==> src/rtl/led_sched_pkg.sv <==
// Shared types and the round-robin next-index helper for the LED scheduler.
package led_sched_pkg;

  localparam int unsigned MaxReq = 8;
  localparam int unsigned RrIdxW = 3;

  typedef enum logic [0:0] {StIdle, StHold} state_e;

  // First requesting index strictly after last, wrapping within n sources; returns last if none.
  function automatic logic [RrIdxW-1:0] rr_next(input logic [MaxReq-1:0] req,
                                                input logic [RrIdxW-1:0] last,
                                                input int unsigned n);
    logic [RrIdxW-1:0] win;
    logic [RrIdxW-1:0] cand;
    win = last;
    // Walk from farthest to nearest so the nearest requester is written last and wins.
    for (int k = MaxReq; k >= 1; k--) begin
      cand = RrIdxW'((int'(last) + k) % int'(n));
      if ((k <= int'(n)) && req[cand]) begin
        win = cand;
      end
    end
    return win;
  endfunction

endpackage

==> src/rtl/rr_pick_m.sv <==
// Combinational round-robin picker: one-hot winner, its index and an any-request flag.
module rr_pick_m
  import led_sched_pkg::*;
#(
  parameter int unsigned N_REQ = 4
) (
  input  logic [N_REQ-1:0]  req_i,
  input  logic [RrIdxW-1:0] last_i,
  output logic [N_REQ-1:0]  gnt_o,
  output logic [RrIdxW-1:0] idx_o,
  output logic              any_o
);

  logic [MaxReq-1:0] req_ext;

  assign req_ext = MaxReq'(req_i);
  assign any_o   = |req_i;
  assign idx_o   = rr_next(req_ext, last_i, N_REQ);

  always_comb begin
    gnt_o = '0;
    for (int k = 0; k < N_REQ; k++) begin
      gnt_o[k] = any_o && (idx_o == RrIdxW'(k));
    end
  end

endmodule

==> src/rtl/led_sched_m.sv <==
// Time-slicing round-robin scheduler sharing the LED bank between N_REQ pattern sources.
// Define LED_SCHED_PREEMPT_EN to let source 0 preempt any other holder.
module led_sched_m #(
  parameter int unsigned      N_REQ        = 4,
  parameter int unsigned      LED_W        = 8,
  parameter int unsigned      DWELL_W      = 24,
  parameter logic [LED_W-1:0] IDLE_PATTERN = '0
) (
  input  logic                   i_clk,
  input  logic                   i_rst,
  input  logic [DWELL_W-1:0]     i_dwell,
  input  logic [N_REQ-1:0]       i_req,
  input  logic [N_REQ*LED_W-1:0] i_pattern,
  output logic [N_REQ-1:0]       o_gnt,
  output logic [LED_W-1:0]       o_led,
  output logic                   o_busy,
  output logic                   o_slice_done
);
  import led_sched_pkg::*;

  state_e             state_q, state_d;
  logic [N_REQ-1:0]   gnt_q, gnt_d;
  logic [RrIdxW-1:0]  last_q, last_d;
  logic [DWELL_W-1:0] cnt_q, cnt_d, dwell_load;
  logic [LED_W-1:0]   led_q, led_d, hold_pat, pick_pat;
  logic               busy_q, busy_d, done_q, done_d;
  logic [N_REQ-1:0]   pick_gnt;
  logic [RrIdxW-1:0]  pick_idx;
  logic               pick_any, holder_req, preempt;

  // While holding, last_q is the holder index, so one picker serves both start and hand-over.
  rr_pick_m #(
    .N_REQ(N_REQ)
  ) u_rr_pick (
    .req_i (i_req),
    .last_i(last_q),
    .gnt_o (pick_gnt),
    .idx_o (pick_idx),
    .any_o (pick_any)
  );

  assign dwell_load = (i_dwell == '0) ? '0 : i_dwell - DWELL_W'(1);
  assign holder_req = |(i_req & gnt_q);

`ifdef LED_SCHED_PREEMPT_EN
  assign preempt = i_req[0] & ~gnt_q[0];
`else
  assign preempt = 1'b0;
`endif

  always_comb begin
    hold_pat = '0;
    pick_pat = '0;
    for (int k = 0; k < N_REQ; k++) begin
      if (gnt_q[k]) hold_pat |= i_pattern[k*LED_W +: LED_W];
      if (pick_gnt[k]) pick_pat |= i_pattern[k*LED_W +: LED_W];
    end
  end

  always_comb begin
    state_d = state_q;
    gnt_d   = gnt_q;
    last_d  = last_q;
    cnt_d   = cnt_q;
    led_d   = led_q;
    busy_d  = busy_q;
    done_d  = 1'b0;
    unique case (state_q)
      StIdle: begin
        led_d = IDLE_PATTERN;
        if (pick_any) begin
          state_d = StHold;
          gnt_d   = pick_gnt;
          last_d  = pick_idx;
          cnt_d   = dwell_load;
          led_d   = pick_pat;
          busy_d  = 1'b1;
        end
      end
      StHold: begin
        if (preempt) begin
          gnt_d  = N_REQ'(1);
          last_d = '0;
          cnt_d  = dwell_load;
          led_d  = i_pattern[LED_W-1:0];
        end else if (holder_req && (cnt_q != '0)) begin
          cnt_d = cnt_q - DWELL_W'(1);
          led_d = hold_pat;
        end else begin
          // Expiry and early release share re-arbitration; only expiry reports slice_done.
          done_d = holder_req;
          if (pick_any) begin
            gnt_d  = pick_gnt;
            last_d = pick_idx;
            cnt_d  = dwell_load;
            led_d  = pick_pat;
          end else begin
            state_d = StIdle;
            gnt_d   = '0;
            cnt_d   = '0;
            led_d   = IDLE_PATTERN;
            busy_d  = 1'b0;
          end
        end
      end
      default: state_d = StIdle;
    endcase
  end

  always_ff @(posedge i_clk or posedge i_rst) begin
    if (i_rst) begin
      state_q <= StIdle;
      gnt_q   <= '0;
      last_q  <= RrIdxW'(N_REQ - 1);
      cnt_q   <= '0;
      led_q   <= IDLE_PATTERN;
      busy_q  <= 1'b0;
      done_q  <= 1'b0;
    end else begin
      state_q <= state_d;
      gnt_q   <= gnt_d;
      last_q  <= last_d;
      cnt_q   <= cnt_d;
      led_q   <= led_d;
      busy_q  <= busy_d;
      done_q  <= done_d;
    end
  end

  assign o_gnt        = gnt_q;
  assign o_led        = led_q;
  assign o_busy       = busy_q;
  assign o_slice_done = done_q;

endmodule

==> config.mk <==
export PLATFORM = sky130hd
export DESIGN_NAME = led_sched_m
export DESIGN_NICKNAME = d
export VERILOG_FILES = /design/src/rtl/led_sched_pkg.sv /design/src/rtl/rr_pick_m.sv /design/src/rtl/led_sched_m.sv
export SDC_FILE = /design/constraint.sdc
export NUM_CORES = 1
export LEC_CHECK = 0
export ABC_CLOCK_PERIOD_IN_PS = 5700
export CORE_MARGIN = 4
export CORE_UTILIZATION = 45
export CTS_CLUSTER_SIZE = 12
export DETAILED_ROUTE_END_ITERATION = 16
export GPL_TIMING_DRIVEN = 1
export PLACE_DENSITY = 0.81
export SLEW_MARGIN = 20
export SYNTH_ARGS = -nofsm -noshare
export SYNTH_HDL_FRONTEND = slang
export SYNTH_SLANG_ARGS = --single-unit
export TNS_END_PERCENT = 100
==> constraint.sdc <==
create_clock -name i_clk -period 5.7 [get_ports i_clk]
set_clock_uncertainty 0.2 [all_clocks]
set_input_delay 0.57 -clock i_clk [delete_from_list [all_inputs] [get_ports i_clk]]
set_output_delay 0.57 -clock i_clk [all_outputs]
set_load 0.01 [all_outputs]
* Word-level counts from Yosys, hierarchy flattened
Index checks and enable logic that the tools add are counted.
** Storage, ports and cells
- Register bits after elaboration :: 42
- Logic and storage cells :: 95
** Cells by class
- Bitwise gates (word level) :: 12
- Multiplexer cells :: 44
- Add/sub/neg operators :: 6
- Reductions and logical operators :: 16
- Equality and inequality tests :: 6
- Magnitude comparators :: 4
** Operators with widths (number)
- $mux W24 :: 4
- $mux W8 :: 10
- $or A8 B8 Y8 :: 6
- $pmux W24 S2 :: 1
- $sub A24 B1 Y24 const B :: 2
- $logic_not A24 Y1 :: 1
- $reduce_bool A24 Y1 :: 1
- $mux W3 :: 6
- $lt A3 B4 Y1 const B :: 4
- $pmux W8 S2 :: 1
- $bmux W1 S3 :: 4
- $mux W4 :: 3
- $mux W1 :: 11
- $pmux W4 S2 :: 1
- $reduce_or A2 Y1 :: 4
- $reduce_or A4 Y1 :: 2
- $eq A3 B2 Y1 const B :: 2
- $pmux W3 S2 :: 1
- $logic_and A1 B1 Y1 :: 5
- $add A2 B1 Y2 const B :: 2
- $add A2 B2 Y2 const B :: 2
- $and A1 B1 Y1 const A :: 4
- $and A4 B4 Y4 :: 1
- $ne A2 B2 Y1 const B :: 2
- 7 further kinds :: 8

* Longest topological paths before layout
Gate-level depths: netlist (run 1).
- Word-level depth :: 21
- Gate-level depth with buffers :: 11
- Mapped depth without buffers :: 9

* Hierarchy
From an unflattened synthesis (run 1), not the netlist that was laid out.
** Unflattened totals
- Cell total of the unflattened synthesis :: 418
- Area, all modules :: 3364.5 um^2
** Modules (own cells, without submodules)
- led_sched_m :: cells each 389, instances 1, area each 3194.3 um^2, seq. area each 1053.5 um^2
- rr_pick_m :: cells each 29, instances 1, area each 170.2 um^2, seq. area each 0.0 um^2

* Worst setup path before layout (run 1)
No wires, ideal clock.
- Path type :: input port to flip-flop
- From :: input port i_req[3]
- To :: register cnt_q[19]
- Required time :: 5.413 ns
- Cell stages on the path :: 10
- Setup time :: 0.087 ns
- Arrival :: 2.465 ns
- Setup slack :: 2.948 ns
- Cells stage by stage :: buf_2 > nor2_1 > nand2_1 > inv_1 > ha_1 > clkbuf_1 > clkbuf_1 > clkbuf_1 > a21oi_1 > a22oi_1
** Between the ends
- Cells in the longest elaborated chain, start to end :: 5
- Elaborated cells on any way between the ends :: 8
** RTL lines
- start: declaration :: line led_sched_m.sv:12 : input logic [N_REQ-1:0] i_req,
- $and A4 B4 Y4 :: line led_sched_m.sv:43 : assign holder_req = |(i_req & gnt_q);
- $reduce_or A4 Y1 :: line led_sched_m.sv:43
- $logic_and A1 B1 Y1 :: line led_sched_m.sv:86 : end else if (holder_req && (cnt_q != '0)) begin
- $mux W24 :: line led_sched_m.sv:86
- $pmux W24 S2 :: line led_sched_m.sv:68 : unique case (state_q)
- end signal: assignment :: line led_sched_m.sv:123 : cnt_q <= cnt_d;
- end: declaration :: line led_sched_m.sv:24 : logic [DWELL_W-1:0] cnt_q, cnt_d, dwell_load;
Several ways; a longest one is shown, not always the timed one.
A chain may end at the register's enable or synchronous reset.

* Worst setup path in the final report (run 1)
- From :: input port i_req[3]
- To :: register cnt_q[21]
Same word-level chain as after synthesis.

==> impl_metrics.ini, run 1 <==
[run_status]
run_status = complete, no violations

[drt]
ant_nets = 0
vias = 3748
vias_per_cell = 6.47
drt_iter0_markers = 371
drcViolationCount = 0
dr.pass1.iters = 7
postRouteWirelength_mm = 10.3
wl_per_cell_um = 17.8

[yosys]
syn_nets = 487
synth_area_leader_cell = dfrtp_1
synthSimpleGateAreaFrac_pct = 26.9
ys_seq_area_share_pct = 29.5
synth_top_family_by_area = compound AO/OA/AOI/OAI gates
synth.area.mux_share_pct = 2.48
synth_top_area_share_pct = 28.0
async_flop_share_pct = 100
netlist_top_cells_area = dfrtp_1 28%, nand2_1 4.2%, a22oi_1 4.1%, nor2_1 3.8%, a21oi_1 3.6%
synth-edff-count = 0
ys_ff_latch = 41
ys_types = 67
synth_flop_cell = dfrtp_1
syn_inst = 420
synthAdderAreaFrac_pct = 1.80
synth-compound-area-share_pct = 29.4
syn_area_per_cell_um2 = 8.30
synth-xor-area-share_pct = 4.78
yosys_warnings = 0
synthesis.area_um2 = 3480

[clock_tree]
cts_tree = done
clock_latency_ns = 0.30
postCtsResizedCells = 0
clk_pin_slew_ns = 0.08
clockBufferDepth = 2
postCtsSetupBuffers = 0
clock_sinks = 41
cts_made_buffers = 5
cts-root-buf = clkbuf_8
postCtsHoldBufs = 0
htree_levels = 2

[floorplanning]
die-area_um2 = 9220
ioPinCount = 76
core_area_um2 = 7370
start_util_pct = 47.3
chipHeight_um = 96.0
rows = 31
die_w_um = 96.0

[finish]
antenna_cells = 0
fillCellCount = 668
stdcell_count = 579
utilization_pct = 58.7
nNetsFinal = 546
syn_to_final_growth_pct = 24.2
multi_input_area_um2 = 2280
layout-drive-gt1-share_pct = 7.50
seq_area_um2 = 1030

[power_and_ir_drop]
cellLeakagePower_nw = 1.61
ir_worst_vdd_mv = 0.127
powerDensity_nw_per_um2 = 402

[sta]
tns_ns = 0
min_period_ns = 3.73
worst_pin_slew_ns = 0.968
slew_viol_final = 0
fmax_mhz = 268
finalHoldViolCount = 0
setup-violations-final = 0
period_share_pct = 65.4
slew_headroom_pct = 35.5
rsz0062_at_grt = false

[global_route]
grt_max_degree = 49
grt_pass1_wl_mm = 16.5
antenna_found_initial = 0
grt_overflow = 0
grtUsageTotal_pct = 22.4
grt_pass1_vias = 3578

[placement]
gp_congestion = 0.928
dp.cells = 571
portBuffers = 75
dp_hpwl_mm = 7.53

[critical_path]
path_common_cell = a21oi_1
slowest_delay_ns = 0.71
path_class = in2reg
cp-start-kind = input port
crit_chain = clkdlybuf4s50_1, nor2_1, nand2_1, inv_1, ha_1, buf_4, a21oi_1, and2_1, a21oi_1, o31ai_2
cp.required_ns = 5.70
end_kind = register
critical_path_arrival_ns = 3.73
critPathMaxFanout = 48
critPathLaunch = i_req[3]
timing.rr.start = cnt_q[2]$_DFFE_PP0P_
crit_path_top_delay_cell = a21oi_1

[hold_path]
min_path_type = reg2reg
hp-start = o_busy$_DFFE_PP0P_

[run]
cap_violations = 0
## power breakdown
| group | switching [mW] | internal (mW) | leakage (nW) |
|---|---|---|---|
| Combinational | 0.485 | 0.431 | 1.08 |
| Sequential | 0.203 | 0.435 | 0.489 |
| Clock | 0.102 | 0.0860 | 0.0422 |
| Total | 0.790 | 0.952 | 1.61 |
## registers in the layout (all words and copies together) (netlist names)
signal	flops
o_led	8
o_gnt	4
last_q	2
cnt_q	24
state_q	1
o_slice_done	1
o_busy	1
## synthesized netlist by cell type (3+ instances only)
library cell	n
o22ai_1	5
a311oi_1	3
o21a_1	4
or3_1	4
and3_1	9
nor4_4	3
nor4_1	8
nand3_1	10
a21boi_0	3
o21ai_0	20
nand4_1	5
a21oi_1	25
nand2_1	39
a221oi_1	6
a211oi_1	3
nand2b_1	3
a22oi_1	19
a21o_1	3
nor4_2	4
dfrtp_1	39
a222oi_1	8
a22o_1	8
buf_1	3
or4_1	5
mux2i_1	3
nand3b_1	4
xnor2_1	8
nor2_1	35
clkbuf_1	9
a31oi_1	15
inv_1	13
nor3_1	16
ha_1	5
xor2_1	11
o21ai_1	7
buf_2	9
mux2_2	5
and2_1	4
## logic make-up (layout without fill, tap and decap cells)
kind of cell / count (synthesis) / in the layout
xor+xnor: 19 / 19
fa+ha+maj: 5 / 5
compound gates: 147 / 147
simple gates: 162 / 162
buf+inv: 38 / 98
mux: 8 / 8
flops: 41 / 41
## per-stage QoR
stage               cell area, um2  worst slack (ns)  hold slack (ns)  power (mW)
floorplan                     3480              2.95            0.294        1.25
global placement              4250              1.91            0.284        1.51
detailed placement            4250              1.70            0.289        1.54
CTS                           4330              1.99            0.308        1.73
global route                  4330              1.71            0.342        1.88
finish                        4330              1.97            0.306        1.74
## critical path, delay by kind of cell
family,cells,cell delay (ns)
AOI/OAI and AO/OA,3,1.07
buffers and inverters,3,1.06
and+or+nand+nor,3,0.80
adders and majority gates,1,0.21
## path summary, 6_finish.rpt
| kind | slack, ns | endpoint | depth (start not counted) |
|---|---|---|---|
| max | 1.97 | cnt_q[21]$_DFFE_PP0P_ | 10 |
| min | 0.31 | o_busy$_DFFE_PP0P_ | 1 |
| max reg2reg | 2.58 | cnt_q[21]$_DFFE_PP0P_ | 6 |
| min reg2reg | 0.31 | o_busy$_DFFE_PP0P_ | 1 |
| max in group asynchronous | 4.41 | last_q[1]$_DFFE_PP1P_ | 3 |
| min in group asynchronous | 0.51 | cnt_q[13]$_DFFE_PP0P_ | 3 |
## routing by layer
metal / track usage [%] / up-vias / wire length (um)
met4: 9.12 / 0 / 248
met5: 0 / - / 0
met2: 37.9 / 255 / 4690
met3: 4.69 / 26 / 1160
li1: - / 1736 / -
met1: 27.5 / 1731 / 4190
## final cells by class
class / instances / share of cell area (%)
clock buffers: 7 / 1.76
well taps: 99 / 2.86
repair buffers: 77 / 17.7
multi-input cells: 341 / 52.7
flip-flops and latches: 41 / 23.8
inverters: 13 / 1.13
clock inverters: 1 / 0.116
## cells in the final DEF (no fill, tap or decap), types with 6 or more instances in the layout
master and instances:
clkdlybuf4s50_1 75, inv_1 13, a22oi_1 19, o21ai_0 20
nor4_1 8, a21oi_1 25, xnor2_1 8, nand2_1 39
a221oi_1 6, nor2_1 35, and3_1 9, a22o_1 8
a222oi_1 8, nand3_1 10, a31oi_1 15, nor3_1 16
xor2_1 11, o21ai_1 7, dfrtp_1 39
Power figures use the tool's default switching activity.
==> run 2: changes to the inputs <==
Settings changed: ABC_CLOCK_PERIOD_IN_PS 5700 to 3250, PLACE_DENSITY 0.81 to 0.84.
Clock period 5.7 ns to 3.25 ns, I/O delays scaled along.
==> run 2 against run 1 <==
Compared with the run above: sequential share of layout area is 0.94 points lower; largest power group unchanged; register-to-register slack worse by 2.1 ns; via count is 2.2% higher; design area is 4.1% higher; sequential power is 69% higher; critical path depth is 3 lower; final cell count is 2.9% higher; total power is 88% higher; count of clock-buffer cells in the layout is 1 lower; first-iteration DRC count is 4.6% higher.
==> impl_metrics.ini, run 2 (synthesis results as in run 1) <==
[power_and_ir_drop]
powerDensity_nw_per_um2 = 728
p_clk_share_pct = 13.5
swShare_pct = 43.7
cellLeakagePower_nw = 1.72
ir_worst_vdd_mv = 0.266
combPwrFrac_pct = 53.7
seq_power_share_pct = 32.8
p_sw_mw = 1.43
internal_power_mw = 1.85

[placement]
portBuffers = 75
dp_hpwl_mm = 8.09
dpl_cell_area_um2 = 4390
dp.cells = 588
dpl_worst_slack_ns = 0.354
gp_congestion = 0.932

[critical_path]
timing.rr.start = cnt_q[2]$_DFFE_PP0P_
rr_worst_depth = 7
critPathMaxFanout = 7
path_class = reg2reg
cp.required_ns = 3.23
cp-start-kind = register
regToRegSetupSlack_ns = 0.50
end_kind = register
r2r-end = cnt_q[15]$_DFFE_PP0P_
critical_path_arrival_ns = 2.73

[global_route]
grt_pass1_wl_mm = 17.4
grtUsageTotal_pct = 23.9
grt_pass1_vias = 3693
grt_max_degree = 48
grt_overflow = 0
antenna_found_initial = 0

[finish]
antenna_cells = 0
stdcell_count = 596
final_area_um2 = 4510
layout_commonest_cell = clkdlybuf4s50_1
utilization_pct = 61.2
layout_common_cells = 75 x clkdlybuf4s50_1, 39 x nand2_1, 39 x dfrtp_1, 35 x nor2_1, 25 x a21oi_1
nNetsFinal = 563
largest_register_ffs = 24
regMostFlops = cnt_q
fillCellCount = 645
layout-drive-gt1-share_pct = 11.1
syn_to_final_growth_pct = 29.3

[sta]
worst_pin_slew_ns = 0.659
slew_headroom_pct = 55.9
finalWorstSetupSlack_ns = 0.497
slew_viol_final = 0
tns_ns = 0
setup-violations-final = 0
rsz0062_at_grt = false
period_share_pct = 84.7
finalHoldViolCount = 0
min_period_ns = 2.75
fmax_mhz = 363

[drt]
dr.pass1.iters = 7
postRouteWirelength_mm = 10.8
wl_per_cell_um = 18.1
drt_iter0_markers = 388
drcViolationCount = 0
vias = 3830
ant_nets = 0
vias_per_cell = 6.43

[floorplanning]
chipHeight_um = 96.0
ioPinCount = 76
die-area_um2 = 9220
die_w_um = 96.0
core_area_um2 = 7370
start_util_pct = 47.3
rows = 31

[clock_tree]
clockBufferDepth = 2
postCtsHoldBufs = 0
clk_pin_slew_ns = 0.09
cts_made_buffers = 5
cts_tree = done
postCtsSetupBuffers = 0
clock_latency_ns = 0.30
htree_levels = 2
postCtsResizedCells = 0
cts-root-buf = clkbuf_8
clock_sinks = 41

[run_status]
run_status = complete, no violations

[run]
cap_violations = 0

[hold_path]
min_path_type = in2async
run 2: cell count changes in the layout (fill, tap and decap cells not counted), sizes merged:
cell and delta:
buf +17, bufinv +1, clkbuf -1, clkinv -1
clkinvlp +1
run 2: power by group through the flow:
stage	sequential [mW]	combinational [mW]	clock (mW)
after floorplan	1.00	1.19	0
after global routing	1.11	1.93	0.466
final	1.08	1.76	0.442
after CTS	1.07	1.75	0.451
after global placement	1.05	1.70	0
after detailed placement	1.07	1.75	0
run 2: how the worst max path moves through the flow:
stage / startpoint / cells after the start / slack [ns] / end
after floorplan: i_req[3] / 10 / 0.74 / cnt_q[19]$_DFFE_PP0P_
after global placement: i_req[3] / 10 / 0.43 / cnt_q[10]$_DFFE_PP0P_
after detailed placement: i_req[3] / 10 / 0.35 / cnt_q[10]$_DFFE_PP0P_
after CTS: cnt_q[2]$_DFFE_PP0P_ / 7 / 0.53 / cnt_q[15]$_DFFE_PP0P_
after global routing: cnt_q[2]$_DFFE_PP0P_ / 7 / 0.25 / cnt_q[15]$_DFFE_PP0P_
final: cnt_q[2]$_DFFE_PP0P_ / 7 / 0.50 / cnt_q[15]$_DFFE_PP0P_
run 2: through the flow:
| stage | hold WS [ns] | total power [mW] |
|---|---|---|
| 6_report | 0.258 | 3.28 |
| 5_1_grt | 0.329 | 3.51 |
| 4_1_cts | 0.278 | 3.27 |
| 3_5_place_dp | 0.300 | 2.82 |
| 3_3_place_gp | 0.294 | 2.75 |
| 2_1_floorplan | 0.273 | 2.19 |
run 2: cell type report:
| cell class | count | area [um2] | area share (%) |
|---|---|---|---|
| Tap cell | 99 | 124 | 2.75 |
| Sequential cell | 41 | 1030 | 22.8 |
| Clock buffer | 6 | 82.6 | 1.83 |
| Clock inverter | 2 | 37.5 | 0.833 |
| Timing Repair Buffer | 94 | 906 | 20.1 |
| Inverter | 13 | 48.8 | 1.08 |
| Multi-Input combinational cell | 341 | 2280 | 50.6 |
run 2: worst max-delay path, cell delays in order (launching register included):
cell	delay (ns)
dfrtp_1	0.46
nor3_1	0.49
nand3_1	0.35
o21ai_1	0.55
buf_4	0.24
a41oi_1	0.04
o21ai_0	0.18
a21oi_1	0.10
run 2: layer usage:
| metal | part of all wire, % | global-route usage, % |
|---|---|---|
| met2 | 48 | 41.6 |
| met1 | 38 | 27.9 |
| met5 | 0 | 0 |
| met3 | 12 | 5.39 |
| met4 | 2.1 | 10.7 |
